<file path="config.mk">
export PLATFORM = sky130hd
export DESIGN_NAME = rsa_loader_flat
export DESIGN_NICKNAME = d
export VERILOG_FILES = /design/src/rtl/rsa_loader_pkg.sv /design/src/rtl/rsa_loader_if.sv /design/src/rtl/rsa_loader_byte_shifter.sv /design/src/rtl/rsa_loader.sv /design/src/flat_wrapper.sv
export SDC_FILE = /design/constraint.sdc
export NUM_CORES = 1
export LEC_CHECK = 0
export ABC_AREA = 1
export CORE_AREA = 2 2 407 409
export DETAILED_ROUTE_END_ITERATION = 7
export DIE_AREA = 0 0 409 411
export GPL_TIMING_DRIVEN = 0
export PLACE_DENSITY = 0.43
export SETUP_SLACK_MARGIN = 0.1
export SLEW_MARGIN = 15
export SYNTH_ARGS = -nofsm -noshare
export SYNTH_HDL_FRONTEND = slang
export SYNTH_SLANG_ARGS = --single-unit
export TNS_END_PERCENT = 100
</file>
<file path="constraint.sdc">
create_clock -name clk -period 2 [get_ports clk]
set_clock_uncertainty 0.1 [all_clocks]
set_input_delay 0.5 -clock clk [delete_from_list [all_inputs] [get_ports clk]]
set_output_delay 0.5 -clock clk [all_outputs]
set_load 0.02 [all_outputs]
</file>
<file path="src/rtl/rsa_loader_pkg.sv">
// Shared types and sizing for the RSA byte-stream loader.
package rsa_pkg;

  localparam int NBITS_DEF = 256;
  localparam int CNT_W     = $clog2(NBITS_DEF / 8);

  typedef enum logic [2:0] {
    S_LOAD_N = 3'd0,
    S_LOAD_E = 3'd1,
    S_LOAD_C = 3'd2,
    S_START  = 3'd3,
    S_WAIT   = 3'd4,
    S_SEND   = 3'd5
  } rsa_state_t;

endpackage

</file>
<file path="src/rtl/rsa_loader_if.sv">
// Byte-stream and exponentiation-core signals seen by the loader.
interface rsa_loader_if #(
  parameter int NBITS = 256
);
  logic             in_valid;
  logic [7:0]       in_data;
  logic             in_ready;
  logic             out_valid;
  logic [7:0]       out_data;
  logic             out_ready;
  logic             pow_start;
  logic [NBITS-1:0] pow_a1;
  logic [NBITS-1:0] pow_a2;
  logic [NBITS-1:0] pow_a3;
  logic             pow_done;
  logic [NBITS-1:0] pow_a0;

  // slave = the loader, master = byte source/sink plus the core
  modport slave (
    input  in_valid, in_data, out_ready, pow_done, pow_a0,
    output in_ready, out_valid, out_data, pow_start, pow_a1, pow_a2, pow_a3
  );

  modport master (
    output in_valid, in_data, out_ready, pow_done, pow_a0,
    input  in_ready, out_valid, out_data, pow_start, pow_a1, pow_a2, pow_a3
  );
endinterface

</file>
<file path="src/rtl/rsa_loader_byte_shifter.sv">
// NBITS shift register: parallel load, or shift left by one byte with a new low byte.
module rsa_byte_shifter #(
  parameter int NBITS    = 256,
  parameter int BYTE_SEL = 0
) (
  input  logic             clk,
  input  logic             rst_n,
  input  logic             load_i,
  input  logic [NBITS-1:0] load_data_i,
  input  logic             shift_i,
  input  logic [7:0]       byte_i,
  output logic [NBITS-1:0] q_o,
  output logic [7:0]       byte_o
);

  logic [NBITS-1:0] sr_q;
  logic [NBITS-1:0] sr_d;

  always_comb begin
    sr_d = sr_q;
    if (load_i) begin
      sr_d = load_data_i;
    end else if (shift_i) begin
      sr_d = {sr_q[NBITS-9:0], byte_i};
    end
  end

  always_ff @(posedge clk or negedge rst_n) begin
    if (!rst_n) begin
      sr_q <= '0;
    end else begin
      sr_q <= sr_d;
    end
  end

  assign q_o = sr_q;
  // BYTE_SEL counts bytes down from the MSB end
  assign byte_o = sr_q[NBITS-1-8*BYTE_SEL -: 8];

endmodule

</file>
<file path="src/rtl/rsa_loader.sv">
// Loads N, E and ciphertext blocks from a byte stream, starts the core, streams results.
//   state    | meaning
//   S_LOAD_N | shifting in modulus bytes
//   S_LOAD_E | shifting in exponent bytes
//   S_LOAD_C | shifting in a ciphertext block
//   S_START  | one-cycle start pulse to the core
//   S_WAIT   | operands frozen, waiting for pow_done
//   S_SEND   | streaming result bytes, top byte dropped
module rsa_loader
  import rsa_pkg::*;
#(
  parameter int NBITS = NBITS_DEF
) (
  input  logic        clk,
  input  logic        rst_n,
  rsa_loader_if.slave bus
);

  localparam int IN_BYTES  = NBITS / 8;
  localparam int OUT_BYTES = NBITS / 8 - 1;
  localparam int CW        = $clog2(IN_BYTES);
  localparam logic [CW-1:0] CNT_LAST_IN  = CW'(IN_BYTES - 1);
  localparam logic [CW-1:0] CNT_LAST_OUT = CW'(OUT_BYTES - 1);

  rsa_state_t state_q, state_d;
  logic [CW-1:0] cnt_q, cnt_d;

  logic in_ready, out_valid, pow_start;
  logic in_acc, out_acc;
  logic last_in, last_out;

  logic [7:0]       n_byte_unused, e_byte_unused, c_byte_unused;
  logic [NBITS-1:0] osr_q_unused;
  logic [7:0]       osr_byte;

  assign in_acc   = bus.in_valid && in_ready;
  assign out_acc  = out_valid && bus.out_ready;
  assign last_in  = (cnt_q == CNT_LAST_IN);
  assign last_out = (cnt_q == CNT_LAST_OUT);

  always_ff @(posedge clk or negedge rst_n) begin
    if (!rst_n) begin
      state_q <= S_LOAD_N;
      cnt_q   <= '0;
    end else begin
      state_q <= state_d;
      cnt_q   <= cnt_d;
    end
  end

  always_comb begin
    state_d = state_q;
    case (state_q)
      S_LOAD_N: if (in_acc && last_in) state_d = S_LOAD_E;
      S_LOAD_E: if (in_acc && last_in) state_d = S_LOAD_C;
      S_LOAD_C: if (in_acc && last_in) state_d = S_START;
      S_START:  state_d = S_WAIT;
      S_WAIT:   if (bus.pow_done) state_d = S_SEND;
      S_SEND:   if (out_acc && last_out) state_d = S_LOAD_C;
      default:  state_d = S_LOAD_N;
    endcase
  end

  always_comb begin
    cnt_d = cnt_q;
    if (in_acc) begin
      cnt_d = last_in ? '0 : cnt_q + CW'(1);
    end else if (out_acc) begin
      cnt_d = last_out ? '0 : cnt_q + CW'(1);
    end
  end

  always_comb begin
    in_ready  = 1'b0;
    out_valid = 1'b0;
    pow_start = 1'b0;
    case (state_q)
      S_LOAD_N, S_LOAD_E, S_LOAD_C: in_ready  = 1'b1;
      S_START:                      pow_start = 1'b1;
      S_SEND:                       out_valid = 1'b1;
      default: ;
    endcase
  end

  rsa_byte_shifter #(.NBITS(NBITS), .BYTE_SEL(0)) u_n (
    .clk         (clk),
    .rst_n       (rst_n),
    .load_i      (1'b0),
    .load_data_i ('0),
    .shift_i     (in_acc && state_q == S_LOAD_N),
    .byte_i      (bus.in_data),
    .q_o         (bus.pow_a3),
    .byte_o      (n_byte_unused)
  );

  rsa_byte_shifter #(.NBITS(NBITS), .BYTE_SEL(0)) u_e (
    .clk         (clk),
    .rst_n       (rst_n),
    .load_i      (1'b0),
    .load_data_i ('0),
    .shift_i     (in_acc && state_q == S_LOAD_E),
    .byte_i      (bus.in_data),
    .q_o         (bus.pow_a2),
    .byte_o      (e_byte_unused)
  );

  rsa_byte_shifter #(.NBITS(NBITS), .BYTE_SEL(0)) u_c (
    .clk         (clk),
    .rst_n       (rst_n),
    .load_i      (1'b0),
    .load_data_i ('0),
    .shift_i     (in_acc && state_q == S_LOAD_C),
    .byte_i      (bus.in_data),
    .q_o         (bus.pow_a1),
    .byte_o      (c_byte_unused)
  );

  // Result register presents its second byte so the top result byte is never sent.
  rsa_byte_shifter #(.NBITS(NBITS), .BYTE_SEL(1)) u_osr (
    .clk         (clk),
    .rst_n       (rst_n),
    .load_i      (state_q == S_WAIT && bus.pow_done),
    .load_data_i (bus.pow_a0),
    .shift_i     (out_acc),
    .byte_i      (8'h00),
    .q_o         (osr_q_unused),
    .byte_o      (osr_byte)
  );

  assign bus.in_ready  = in_ready;
  assign bus.out_valid = out_valid;
  assign bus.pow_start = pow_start;
  assign bus.out_data  = osr_byte;

endmodule

</file>
<file path="src/flat_wrapper.sv">
// flat-port wrapper written by rule: the top's interface ports become plain ports
module rsa_loader_flat import rsa_pkg::*;
#(
  parameter int NBITS = NBITS_DEF
)
  (clk, rst_n, bus_in_valid, bus_in_data, bus_out_ready, bus_pow_done, bus_pow_a0, bus_in_ready, bus_out_valid, bus_out_data, bus_pow_start, bus_pow_a1, bus_pow_a2, bus_pow_a3);
  rsa_loader_if #(.NBITS(NBITS)) bus_i ();
  input  logic clk;
  input  logic rst_n;
  input wire logic [$bits(bus_i.in_valid)-1:0] bus_in_valid;
  input wire logic [$bits(bus_i.in_data)-1:0] bus_in_data;
  input wire logic [$bits(bus_i.out_ready)-1:0] bus_out_ready;
  input wire logic [$bits(bus_i.pow_done)-1:0] bus_pow_done;
  input wire logic [$bits(bus_i.pow_a0)-1:0] bus_pow_a0;
  output wire logic [$bits(bus_i.in_ready)-1:0] bus_in_ready;
  output wire logic [$bits(bus_i.out_valid)-1:0] bus_out_valid;
  output wire logic [$bits(bus_i.out_data)-1:0] bus_out_data;
  output wire logic [$bits(bus_i.pow_start)-1:0] bus_pow_start;
  output wire logic [$bits(bus_i.pow_a1)-1:0] bus_pow_a1;
  output wire logic [$bits(bus_i.pow_a2)-1:0] bus_pow_a2;
  output wire logic [$bits(bus_i.pow_a3)-1:0] bus_pow_a3;
  assign bus_i.in_valid = bus_in_valid;
  assign bus_i.in_data = bus_in_data;
  assign bus_i.out_ready = bus_out_ready;
  assign bus_i.pow_done = bus_pow_done;
  assign bus_i.pow_a0 = bus_pow_a0;
  assign bus_in_ready = bus_i.in_ready;
  assign bus_out_valid = bus_i.out_valid;
  assign bus_out_data = bus_i.out_data;
  assign bus_pow_start = bus_i.pow_start;
  assign bus_pow_a1 = bus_i.pow_a1;
  assign bus_pow_a2 = bus_i.pow_a2;
  assign bus_pow_a3 = bus_i.pow_a3;
  rsa_loader #(.NBITS(NBITS)) u_core (.clk(clk), .rst_n(rst_n), .bus(bus_i));
endmodule
</file>
# Word level (Yosys, flattened, before mapping)
# Cells that the tools add are included.
# word_totals
reg_bits	1024
# classes
eq_ne	12
addsub	1
n_reduce_logical	13
mux	15
# ops
cell	count
248-bit 2-to-1 mux	2
5-bit 2-to-1 mux	4
3-bit case mux with 6 select lines	1
3-bit 2-to-1 mux	5
5-bit == test (second input constant)	2
1-bit logical AND	8
2-bit by 1-bit != test with 1-bit output (second input constant)	4
3-bit by 2-bit == test with 1-bit output (second input constant)	2
3-bit == test (second input constant)	2
5-bit by 1-bit adder with 5-bit output (second input constant)	1
5-bit AND reduction	1
2-bit nonzero test	2
3-bit by 1-bit == test with 1-bit output (second input constant)	1
3-bit logical NOT	1
1-bit 2-to-1 mux	3
3-bit OR reduction	1
2-bit != test (second input constant)	1

# Logic depth before layout (Yosys ltp)
# Gate-level depths: netlist (run 1).
# logic_depth
depth_word	7
mapped_depth	9
depth_no_buf	9

# Hierarchy
# From an unflattened synthesis (run 1), not the netlist that was laid out.
# hier_totals
hier_cells	5696
hier_area_um2	47812.1
# by_module_without_submodules
mod	area_per_inst_um2	instances	cells_per_inst
rsa_byte_shifter	11783.8	4	1404
rsa_loader	676.9	1	80

# Worst setup path before layout (run 1)
# Ideal clock, no wire load.
# synth_path
path_kind	input -> register
from	input bus_in_valid
to	register u_core.u_e.sr_q[100], in the netlist u_core.u_e.q_o[100]
required_ns	1.767
n_path_buf	2
path_stages	6
path_slack_ns	0.380
arrival_ns	1.387
cell_sequence	inv_2 > nor2_4 > nand3_2 > clkbuf_1 > clkbuf_1 > a21oi_1
# synth_via
elab_chain_len	2
# synth_lines
element	line	source
from (decl)	flat_wrapper.sv:10	input wire logic [$bits(bus_i.in_valid)-1:0] bus_in_valid;
1-bit logical AND	rsa_loader.sv:36	assign in_acc = bus.in_valid && in_ready;
1-bit logical AND	rsa_loader.sv:101	.shift_i (in_acc && state_q == S_LOAD_E),
to (signal assigned)	rsa_loader_byte_shifter.sv:32	sr_q <= sr_d;
to (decl)	rsa_loader_byte_shifter.sv:16	logic [NBITS-1:0] sr_q;
# No other way between the ends.
# A chain may end at the register's enable or synchronous reset.

# Final worst setup path (run 1)
# layout_path
from	register u_core.state_q[2]
to	output bus_out_valid
# layout_via
elab_chain_len	2
# layout_lines
element	line	source
from (decl)	rsa_loader.sv:25	rsa_state_t state_q, state_d;
from (signal assigned)	rsa_loader.sv:46	state_q <= state_d;
3-bit == test	rsa_loader.sv:77	case (state_q)
1-bit 2-to-1 mux	rsa_loader.sv:77	
to (decl)	flat_wrapper.sv:16	output wire logic [$bits(bus_i.out_valid)-1:0] bus_out_valid;
# No other way between the ends.

==> results.md, run 1 <==
* Seq/Total Area, Yosys at 63.12%
* Layout cells sized above 1 at 31.76%
* Layout Area Growth over Synthesis at 64.63%
* Syn Nets at 4825
* Crit Path Max Fanout at 5
* Fill cells at 16.62k
* Drt drc at 0
* Slew Limit Headroom at 48.40%
* Psw at 0.03354 W
* Total wire length at roughly 200 mm
* Top_reg_cell synth: dfrtp_1
* Global route total overflow at 0
* Worst-Margin Slew at 774.0 ps
* Synthesis-stage register bit count at 1024
* Netlist Area Pre-Place at 40600 µm²
* Clock sink total at 1024
* Number of cells produced by synthesis at 4553
* Clock share of power at 26.8%
* Final Cell Area at 66840 µm²
* Worst vdd ir at about 0.84 mV
* PortBufs at 1039
* Vias/cell at between 4 and 5
* Fin nets at 6560
* Row cnt at 149
* Most frequent cell after synthesis: nand2_1
* Setup CP Type: reg -> out
* WL/cell at ~24 µm
* Met1 Routed Length at between 80 and 90 mm
* Met3 wire len at 16.36 mm
* Internal power at roughly 0.054 W
* Slew Limit Fails at 0
* Initial antenna violation count at 36
* Multi-input gate area at 14810 µm²
* Synth top area cells: dfrtp_1 (63%), nand2_1 (17%), nand3_1 (6.0%)
* DIE HEIGHT at between 400 and 500 µm
* Max-Cap Viols at 0
* Final setup violation count at 374
* Die area at 168100 µm²
* Combinational cell fraction of total power at 36.7%
* Critical path capture point type: output port
* Sequential power share at 36.5%
* FMAX at 444.4 MHz
* CTS clk-pin slew, worst paths at 60 ps
* DRT antenna net count at 0
* Number of global-route vias before repair at 38.90k
* Routability cong. at 0.8995
* CP Launch Type: flip-flop
* Type of the worst min-delay path: in -> async
* Sw Ratio at approximately two fifths
* Fin Hold WS at -429.7 ps
* Io pins at 1048
* CP required at 1400 ps
* Met2 WL at 96.21 mm
* Non-filler cells, final at ~8.6k
* Maximum root-to-sink buffer count at 3
* Core area at 163900 µm²
* Tot GR Track Use at 22.92%
* Status: finished with violations
* Fin. Hold Viols at 191
* Mean Syn Cell Area at 8.917 µm²
* CTS buffer count at 131
* EDFF count, synth at 0
* Register area at 25710 µm²
* Syn. warnings at 0
* Final WS setup at -250.1 ps
* CTS tree: built
* Worst skew pair latency at 760 ps
* RSZ-0062 raised after global routing: true
* CTS root buffer: clkbuf_16
* H-Tree Depth at 4
* Pre-CTS setup slack at -1708 ps
* Failing checks: hold timing, setup timing
* DP HPWL at 145.0 mm
* Drt initial violations at 2826
* Top layer in use: met5
* Post-DP Area at 53970 µm²
* Effective utilization at floorplan at 24.77%
* Cell area power density at 1313 nW/µm²
* Arr. time, crit path at 1650 ps
* First-pass DRT Iterations at 5
* Placed Cells at 7789
* Global-route wire length before repair at 281.1 mm
* Post-synth ARST share at 100.0%
* Post-synth cell types at 28
* Largest net degree at the start of global routing at ~130
* Chip width at a little over 400 µm
* Synth top area share at 63.12%
* Total number of vias at around 39k
* Post-route minimum period at 2250 ps
* Leakage power at around 35 nW
* Final core occ at 40.79%
* Post-synth top area cell: dfrtp_1
* Final period util at 112.5%
* Synth top cells by count: nand2_1 (1884), dfrtp_1 (1024), nand3_1 (484)
[critical path, stage by stage (launching register included)]
cell	delay, ps
dfrtp_1	330
buf_6	140
clkinvlp_4	130
nor2_4	150
buf_6	160
[cells in the final DEF, fill, tap and decap left out, types with 5 or more instances in the layout]
cell / netlist / layout
o21ai_1: 26 / 90
dfrtp_2: 0 / 69
diode_2: 0 / 16
clkinv_8: 0 / 9
nor2_4: 1 / 6
inv_6: 0 / 5
clkbuf_1: 141 / 67
clkbuf_2: 0 / 60
dlygate4sd2_1: 0 / 181
buf_12: 0 / 32
clkbuf_16: 0 / 168
buf_6: 14 / 626
buf_4: 15 / 530
dfrtp_1: 1024 / 955
nand3_2: 2 / 135
a21oi_1: 126 / 125
o21a_1: 8 / 8
nand2_1: 1884 / 1713
clkinv_2: 0 / 16
nand3_1: 484 / 349
nand2_2: 0 / 34
clkbuf_4: 0 / 47
buf_8: 0 / 28
o21ai_0: 370 / 302
nor2_1: 149 / 144
buf_16: 0 / 10
nand2_4: 1 / 137
clkbuf_8: 0 / 33
buf_2: 121 / 58
buf_1: 20 / 8
clkdlybuf4s50_1: 0 / 259
inv_1: 143 / 142
[stage by stage]
step	setup TNS (ps)	power, W
after detailed placement	-1336990	0.05894
after global placement	-	0.05876
after CTS	-141630	0.08660
after global routing	-61410	0.09235
final	-17950	0.08777
after floorplan	0	0.04283
[kinds of logic (layout without fill, tap and decap cells)]
| kind of cell | after synthesis | count (layout) | share of synthesized area [%] |
|---|---|---|---|
| other | 0 | 16 | 0 |
| and+or+nand+nor | 2532 | 2532 | 25.11 |
| AOI/OAI and AO/OA | 535 | 535 | 6.663 |
| DFF | 1024 | 1024 | 63.12 |
| adders and majority gates | 3 | 3 | 0.09247 |
| buffers and inverters | 459 | 2295 | 5.020 |
[final cells by class]
type | instances | share of cell area, %
antenna | 16 | 0.05990
buffer | 309 | 3.658
clock buffer | 200 | 5.803
clock inverter | 34 | 0.5635
inverter | 148 | 0.8930
multi-input combinational | 3070 | 22.16
sequential | 1024 | 38.47
tap | 2189 | 4.098
timing repair buffer | 1603 | 24.27
timing repair inverter | 1 | 0.02434
[power groups by stage]
stage          registers [W]  logic, W  clock network (W)
2_1_floorplan         0.0352   0.00764                  0
3_3_place_gp          0.0321    0.0267                  0
3_5_place_dp          0.0318    0.0271                  0
4_1_cts               0.0314    0.0311             0.0241
5_1_grt               0.0327    0.0347             0.0250
6_report              0.0320    0.0322             0.0236
[layer usage]
metal | GRT usage, % | vias to the layer above
met2 | 37.39 | 1150
met3 | 7.783 | 233
li1 | - | 18073
met1 | 28.79 | 19514
met5 | 0 | -
met4 | 6.337 | 22
[flip-flops by register name (all words and copies together) (netlist names)]
signal,cells
u_core.cnt_q,5
u_core.state_q,3
u_core.u_c.q_o,256
u_core.u_e.q_o,256
u_core.u_n.q_o,256
u_core.u_osr.q_o,248
[path summary, 6_finish.rpt]
kind	from	to	slack, ps	depth (start not counted)
worst min-delay path	rst_n	u_core.u_c.q_o[152]	-430	1
min in group clk	bus_pow_a0[3]	u_core.u_osr.q_o[3]	200	3
worst min register to register	u_core.u_n.q_o[250]	u_core.u_n.q_o[250]	370	2
worst max register to register	u_core.state_q[1]	u_core.u_osr.q_o[65]	-80	11
worst max-delay path	u_core.state_q[2]	bus_out_valid	-250	4
max in group asynchronous	rst_n	u_core.u_e.q_o[46]	160	4
[repair_timing]
item | CTS | global route
buffers inserted | 469 | 46
pin swaps | 6 | 6
hold endpoints to repair | 189 | 189
gates cloned | 3 | 39
setup endpoints to repair | 2073 | 1937
resized for setup | 4134 | 1167
Power figures use the tool's default switching activity.
==> run 2, diff against run 1 <==
- clock period: 2 -> 2.6 ns (I/O delays scaled with it)
==> results.md, run 2 (synthesized netlist as in run 1, its figures left out) <==
* Hold Path Depth at 3
* Crit Path Max Fanout at 4 (was 5)
* GRT busiest layer: met2 (unchanged)
* Final setup violation count at 0 (was 374)
* Status: complete, no violations (was finished with violations)
* CTS buffer count at 131 (unchanged)
* Layout Area Growth over Synthesis at 42.22% (was 64.63%)
* WL/cell at 23.33 µm (was 23.52 µm)
* Psw at 0.02377 W (was 0.03354 W)
* Total wire length at 188.1 mm (was 202.1 mm)
* Fin nets at 6022 (was 6560)
* Vias/cell at 4.494 (was 4.537)
* Cell area power density at 1053 nW/µm² (was 1313 nW/µm²)
* Slew Limit Headroom at 38.06% (was 48.40%)
* Clock sink total at 1024 (unchanged)
* Hold EP: u_core.u_osr.q_o[3]
* Max-Cap Viols at 0 (unchanged)
* Final core occ at 35.23% (was 40.79%)
* RSZ-0062 raised after global routing: true (unchanged)
* DP HPWL at 145.0 mm (unchanged)
* Sw Ratio at 39.11% (was 38.21%)
* Initial antenna violation count at 33 (was 36)
* FF-to-FF Start: u_core.state_q[2] (was u_core.state_q[1])
* Worst-Margin Slew at 929.1 ps (was 774.0 ps)
* Leakage power at 31.14 nW (was 35.02 nW)
* Worst Setup SP: u_core.state_q[1] (was u_core.state_q[2])
* Io pins at 1048 (unchanged)
* Effective utilization at floorplan at 24.77% (unchanged)
* Routability cong. at 0.8995 (unchanged)
* H-Tree Depth at 4 (unchanged)
* Core area at 163900 µm² (unchanged)
* Placed Cells at 7789 (unchanged)
* FMAX at 407.8 MHz
* Post-route minimum period at 2452 ps
* Grt met3 use at 7.692% (was 7.783%)
* Largest net degree at the start of global routing at 126 (unchanged)
* Final period util at 94.32%
* FF-to-FF path depth at 8 (was 11)
* Global-route wire length before repair at 268.7 mm (was 281.1 mm)
* Setup CP Type: reg -> out (unchanged)
* CTS clk-pin slew, worst paths at 60 ps (about the same)
* Total number of vias at 36.22k (was 38.99k)
* Maximum root-to-sink buffer count at 3 (unchanged)
* CTS root buffer: clkbuf_16 (unchanged)
* PortBufs at 1039 (unchanged)
* Clock share of power at 29.7% (was 26.8%)
* Met2 usage at 35.59% (was 37.39%)
* First-pass DRT Iterations at 7 (was 5)
* Critical path capture point type: output port (unchanged)
* Die area at 168100 µm² (unchanged)
* Drt initial violations at 2488 (was 2826)
* Min-delay src: bus_pow_a0[3]
* Layout cells sized above 1 at 7.366% (was 31.76%)
* Number of global-route vias before repair at 36.51k (was 38.90k)
* Setup TNS at 0 ps (was -17950 ps)
* Chip width at 409 µm (unchanged)
* Internal power at 0.03700 W (was 0.05423 W)
* Tot GR Track Use at 21.86% (was 22.92%)
* Drt drc at 0 (unchanged)
* Commonest non-fill, non-tap cell in the layout: nand2_1 (unchanged)
* Sequential power share at 39.8% (was 36.5%)
* Combinational cell fraction of total power at 30.5% (was 36.7%)
* Fin Hold WS at 352.5 ps (was -429.7 ps)
* Row cnt at 149 (unchanged)
* CP Launch Type: flip-flop (unchanged)
* M1 GR Usage at 27.43% (was 28.79%)
* Global route total overflow at 0 (unchanged)
* Worst R2R End: u_core.u_c.q_o[162] (was u_core.u_osr.q_o[65])
* Slew Limit Fails at 0 (unchanged)
* Most frequent cells in the layout: nand2_1 (1882), dfrtp_1 (1019), dlygate4sd2_1 (735) (was nand2_1 (1713), dfrtp_1 (955), buf_6 (626))
* Worst vdd ir at 0.5944 mV (was 0.8422 mV)
* Fin. Hold Viols at 0 (was 191)
* Non-filler cells, final at 8060 (was 8594)
* Arr. time, crit path at 1700 ps (was 1650 ps)
* DIE HEIGHT at 411 µm (unchanged)
* R2R setup slack at 240 ps (was -80 ps)
* DRT antenna net count at 0 (unchanged)
* Type of the worst min-delay path: in -> reg (was in -> async)
* Worst skew pair latency at 760 ps (about the same)
* CTS tree: built (unchanged)
* CP required at 1850 ps (was 1400 ps)
-- run 2: critical path: stages, from the launching register on --
cell	delay (ps)
dfrtp_1	370
buf_6	130
buf_6	110
inv_4	50
nand2_4	50
nor2_4	100
buf_6	150
-- run 2: through the flow --
stage,instance area (µm²),total power (W),setup WS [ps]
after global placement,53740,0.04524,-50380
after CTS,57610,0.06161,15.92
after floorplan,40600,0.03294,830.5
final,57740,0.06077,147.7
after detailed placement,53970,0.04534,-1258
after global routing,57700,0.06430,43.32
-- run 2: routing by layer --
metal / routed length (µm) / up-vias / part of all wire, %
met2: 88900 / 1024 / 47
met1: 78810 / 18006 / 42
met4: 4625 / 20 / 2.5
met5: 117 / - / 0.062
li1: - / 16959 / -
met3: 15620 / 210 / 8.3
-- run 2: power groups by stage --
stage               Clock, W  Sequential (W)  Combinational (W)
floorplan                  0          0.0271            0.00588
global placement           0          0.0247             0.0206
detailed placement         0          0.0245             0.0208
CTS                   0.0185          0.0242             0.0188
global route          0.0192          0.0248             0.0203
finish                0.0180          0.0242             0.0185
-- run 2: area by class of cell --
cell class	count	area, µm²
diodes	20	50.05
plain buffers	311	1499
clock buffers	200	3879
clock inverters	34	376.6
fillers	17399	106100
inverters	148	560.5
multi-input cells	3070	12970
flip-flops and latches	1024	25630
well taps	2189	2739
repair buffers	1064	10030
-- run 2: worst max path at each step --
stage,to,slack (ps)
after floorplan,u_core.u_e.q_o[100],830
after global placement,u_core.u_e.q_o[84],-50380
after detailed placement,u_core.u_e.q_o[214],-1260
after CTS,bus_pow_start,20
after global routing,bus_out_valid,40
final,bus_out_valid,150
-- run 2: repair_timing --
| item | 4_1_cts | 5_1_grt |
|---|---|---|
| pin swaps | 2 | 1 |
| hold buffers | 7 | 0 |
| hold endpoints to repair | 123 | 0 |
| buffers inserted | 4 | 2 |
| setup endpoints to repair | 1059 | 358 |
| gates resized for setup | 859 | 38 |
| cloned | 2 | 2 |
==> run 3, diff against run 2 <==
- CORE_AREA: 2 2 407 409 -> 3 3 408 410
- DIE_AREA: 0 0 409 411 -> 0 0 411 413
==> results.md, run 3 (synthesized netlist as in run 1, its figures left out) <==
* Status: finished with violations (was complete, no violations)
* Failing checks: hold timing
* Psw at 0.02394 W (was 0.02377 W)
* WL/cell at 23.64 µm (was 23.33 µm)
* Slew Limit Fails at 0 (unchanged)
* Sequential power share at 39.2% (was 39.8%)
* Type of the worst min-delay path: in -> async (was in -> reg)
* FMAX at 405.3 MHz (was 407.8 MHz)
* Arr. time, crit path at 1720 ps (was 1700 ps)
* Total wire length at 189.6 mm (was 188.1 mm)
* Post-route minimum period at 2467 ps (was 2452 ps)
* CTS tree: built (unchanged)
* Grt met3 use at 7.483% (was 7.692%)
* Vias/cell at 4.535 (was 4.494)
* Internal power at 0.03763 W (was 0.03700 W)
* Combinational cell fraction of total power at 30.2% (was 30.5%)
* Row cnt at 148 (was 149)
* Tot GR Track Use at 21.71% (was 21.86%)
* Slew Limit Headroom at 41.45% (was 38.06%)
* Maximum root-to-sink buffer count at 3 (unchanged)
* Non-filler cells, final at 8021 (was 8060)
* Max-Cap Viols at 0 (unchanged)
* Final setup violation count at 0 (unchanged)
* Drt drc at 0 (unchanged)
* Drt initial violations at 2628 (was 2488)
* M1 GR Usage at 27.66% (was 27.43%)
* CP required at 1850 ps (about the same)
* Io pins at 1048 (unchanged)
* CP Launch Type: flip-flop (unchanged)
* Cell area power density at 1068 nW/µm² (was 1053 nW/µm²)
* Total number of vias at 36.38k (was 36.22k)
* Fin nets at 6012 (was 6022)
* Final period util at 94.90% (was 94.32%)
* Effective utilization at floorplan at 24.94% (was 24.77%)
* DRT antenna net count at 0 (unchanged)
* DP HPWL at 146.3 mm (was 145.0 mm)
* R2R setup slack at 260 ps (was 240 ps)
* H-Tree Depth at 4 (unchanged)
* Worst skew pair latency at 750 ps (was 760 ps)
* DIE HEIGHT at 413 µm (was 411 µm)
* Placed Cells at 7775 (was 7789)
* Fin Hold WS at -200.8 ps (was 352.5 ps)
* GRT busiest layer: met2 (unchanged)
* Critical path capture point type: output port (unchanged)
* Routability cong. at 0.8993 (was 0.8995)
* Multi-input gate area at 12970 µm² (about the same)
* Worst-Margin Slew at 878.3 ps (was 929.1 ps)
* Core area at 162800 µm² (was 163900 µm²)
* Initial antenna violation count at 25 (was 33)
* First-pass DRT Iterations at 6 (was 7)
* RSZ-0062 raised after global routing: true (unchanged)
* Register area at 25630 µm² (about the same)
* Commonest non-fill, non-tap cell in the layout: nand2_1 (unchanged)
* Layout Area Growth over Synthesis at 41.96% (was 42.22%)
* Largest net degree at the start of global routing at 138 (was 126)
* Number of global-route vias before repair at 36.63k (was 36.51k)
* PortBufs at 1039 (unchanged)
* Fill cells at 17.26k (was 17.40k)
* CTS clk-pin slew, worst paths at 60 ps (about the same)
* Global route total overflow at 0 (unchanged)
* Clock share of power at 30.6% (was 29.7%)
* CTS root buffer: clkbuf_16 (unchanged)
* CTS buffer count at 130 (was 131)
* Sw Ratio at 38.88% (was 39.11%)
* Fin. Hold Viols at 107 (was 0)
* Global-route wire length before repair at 268.9 mm (was 268.7 mm)
* Most frequent cells in the layout: nand2_1 (1883), dfrtp_1 (1022), dlygate4sd2_1 (743) (was nand2_1 (1882), dfrtp_1 (1019), dlygate4sd2_1 (735))
* Met2 usage at 35.24% (was 35.59%)
* Clock sink total at 1024 (unchanged)
* Chip width at 411 µm (was 409 µm)
* Crit Path Max Fanout at 5 (was 4)
* Die area at 169700 µm² (was 168100 µm²)
* Layout cells sized above 1 at 7.127% (was 7.366%)
* Worst vdd ir at 0.5906 mV (was 0.5944 mV)
* Setup CP Type: reg -> out (unchanged)
* Leakage power at 31.13 nW (was 31.14 nW)
run 3: per-layer routing:
layer	share of wire, %	routed length, µm
met1	42	79640
met2	47	89370
met3	8.4	15920
met4	2.4	4525
met5	0.068	129
run 3: power by group through the flow:
stage          registers, W  clock network, W  logic, W
2_1_floorplan        0.0271                 0   0.00588
3_3_place_gp         0.0247                 0    0.0207
3_5_place_dp         0.0245                 0    0.0210
4_1_cts              0.0242            0.0194    0.0189
5_1_grt              0.0247            0.0200    0.0203
6_report             0.0242            0.0188    0.0186
run 3: stage by stage:
step | power [W] | cell area [µm²] | setup TNS [ps] | util (%) | setup WS (ps)
2_1_floorplan | 0.03294 | 40600 | 0 | - | 830.5
3_3_place_gp | 0.04534 | 53720 | - | 33.00 | -50210
3_5_place_dp | 0.04545 | 53960 | -615020 | 33.15 | -1135
4_1_cts | 0.06245 | 57560 | 0 | 35.36 | 36.80
5_1_grt | 0.06503 | 57620 | 0 | 35.40 | 20.94
6_report | 0.06157 | 57630 | 0 | 35.41 | 132.7
run 3: area by class of cell:
| type | count | area share, % |
|---|---|---|
| diodes | 9 | 0.03908 |
| plain buffers | 311 | 2.605 |
| clock buffers | 192 | 6.713 |
| clock inverters | 37 | 0.9943 |
| inverters | 148 | 0.9726 |
| multi-input cells | 3070 | 22.50 |
| flip-flops and latches | 1024 | 44.47 |
| well taps | 2175 | 4.722 |
| repair buffers | 1055 | 16.98 |
run 3: repair_timing:
item,CTS,global route
endpoints found under the setup margin,953,263
pin swaps,2,2
hold endpoints to repair,107,107
setup buffers,6,1
resized for setup,849,26
gates cloned,0,1
run 3: path summary, 6_finish.rpt:
path                                              end                start  cells after the start
worst min-delay path              u_core.u_c.q_o[249]                rst_n                      1
worst min register to register    u_core.u_osr.q_o[1]  u_core.u_osr.q_o[1]                      2
worst max-delay path                    bus_out_valid    u_core.state_q[1]                      6
worst max register to register  u_core.u_osr.q_o[204]    u_core.state_q[1]                      9
min in group clk                  u_core.u_osr.q_o[0]        bus_pow_a0[0]                      3
max in group asynchronous          u_core.u_e.q_o[92]                rst_n                      4
run 3: critical path, stage by stage (launching register included):
cell,delay [ps]
dfrtp_1,370
buf_6,130
buf_6,110
inv_4,40
nand2_2,70
nor2_4,100
buf_6,150
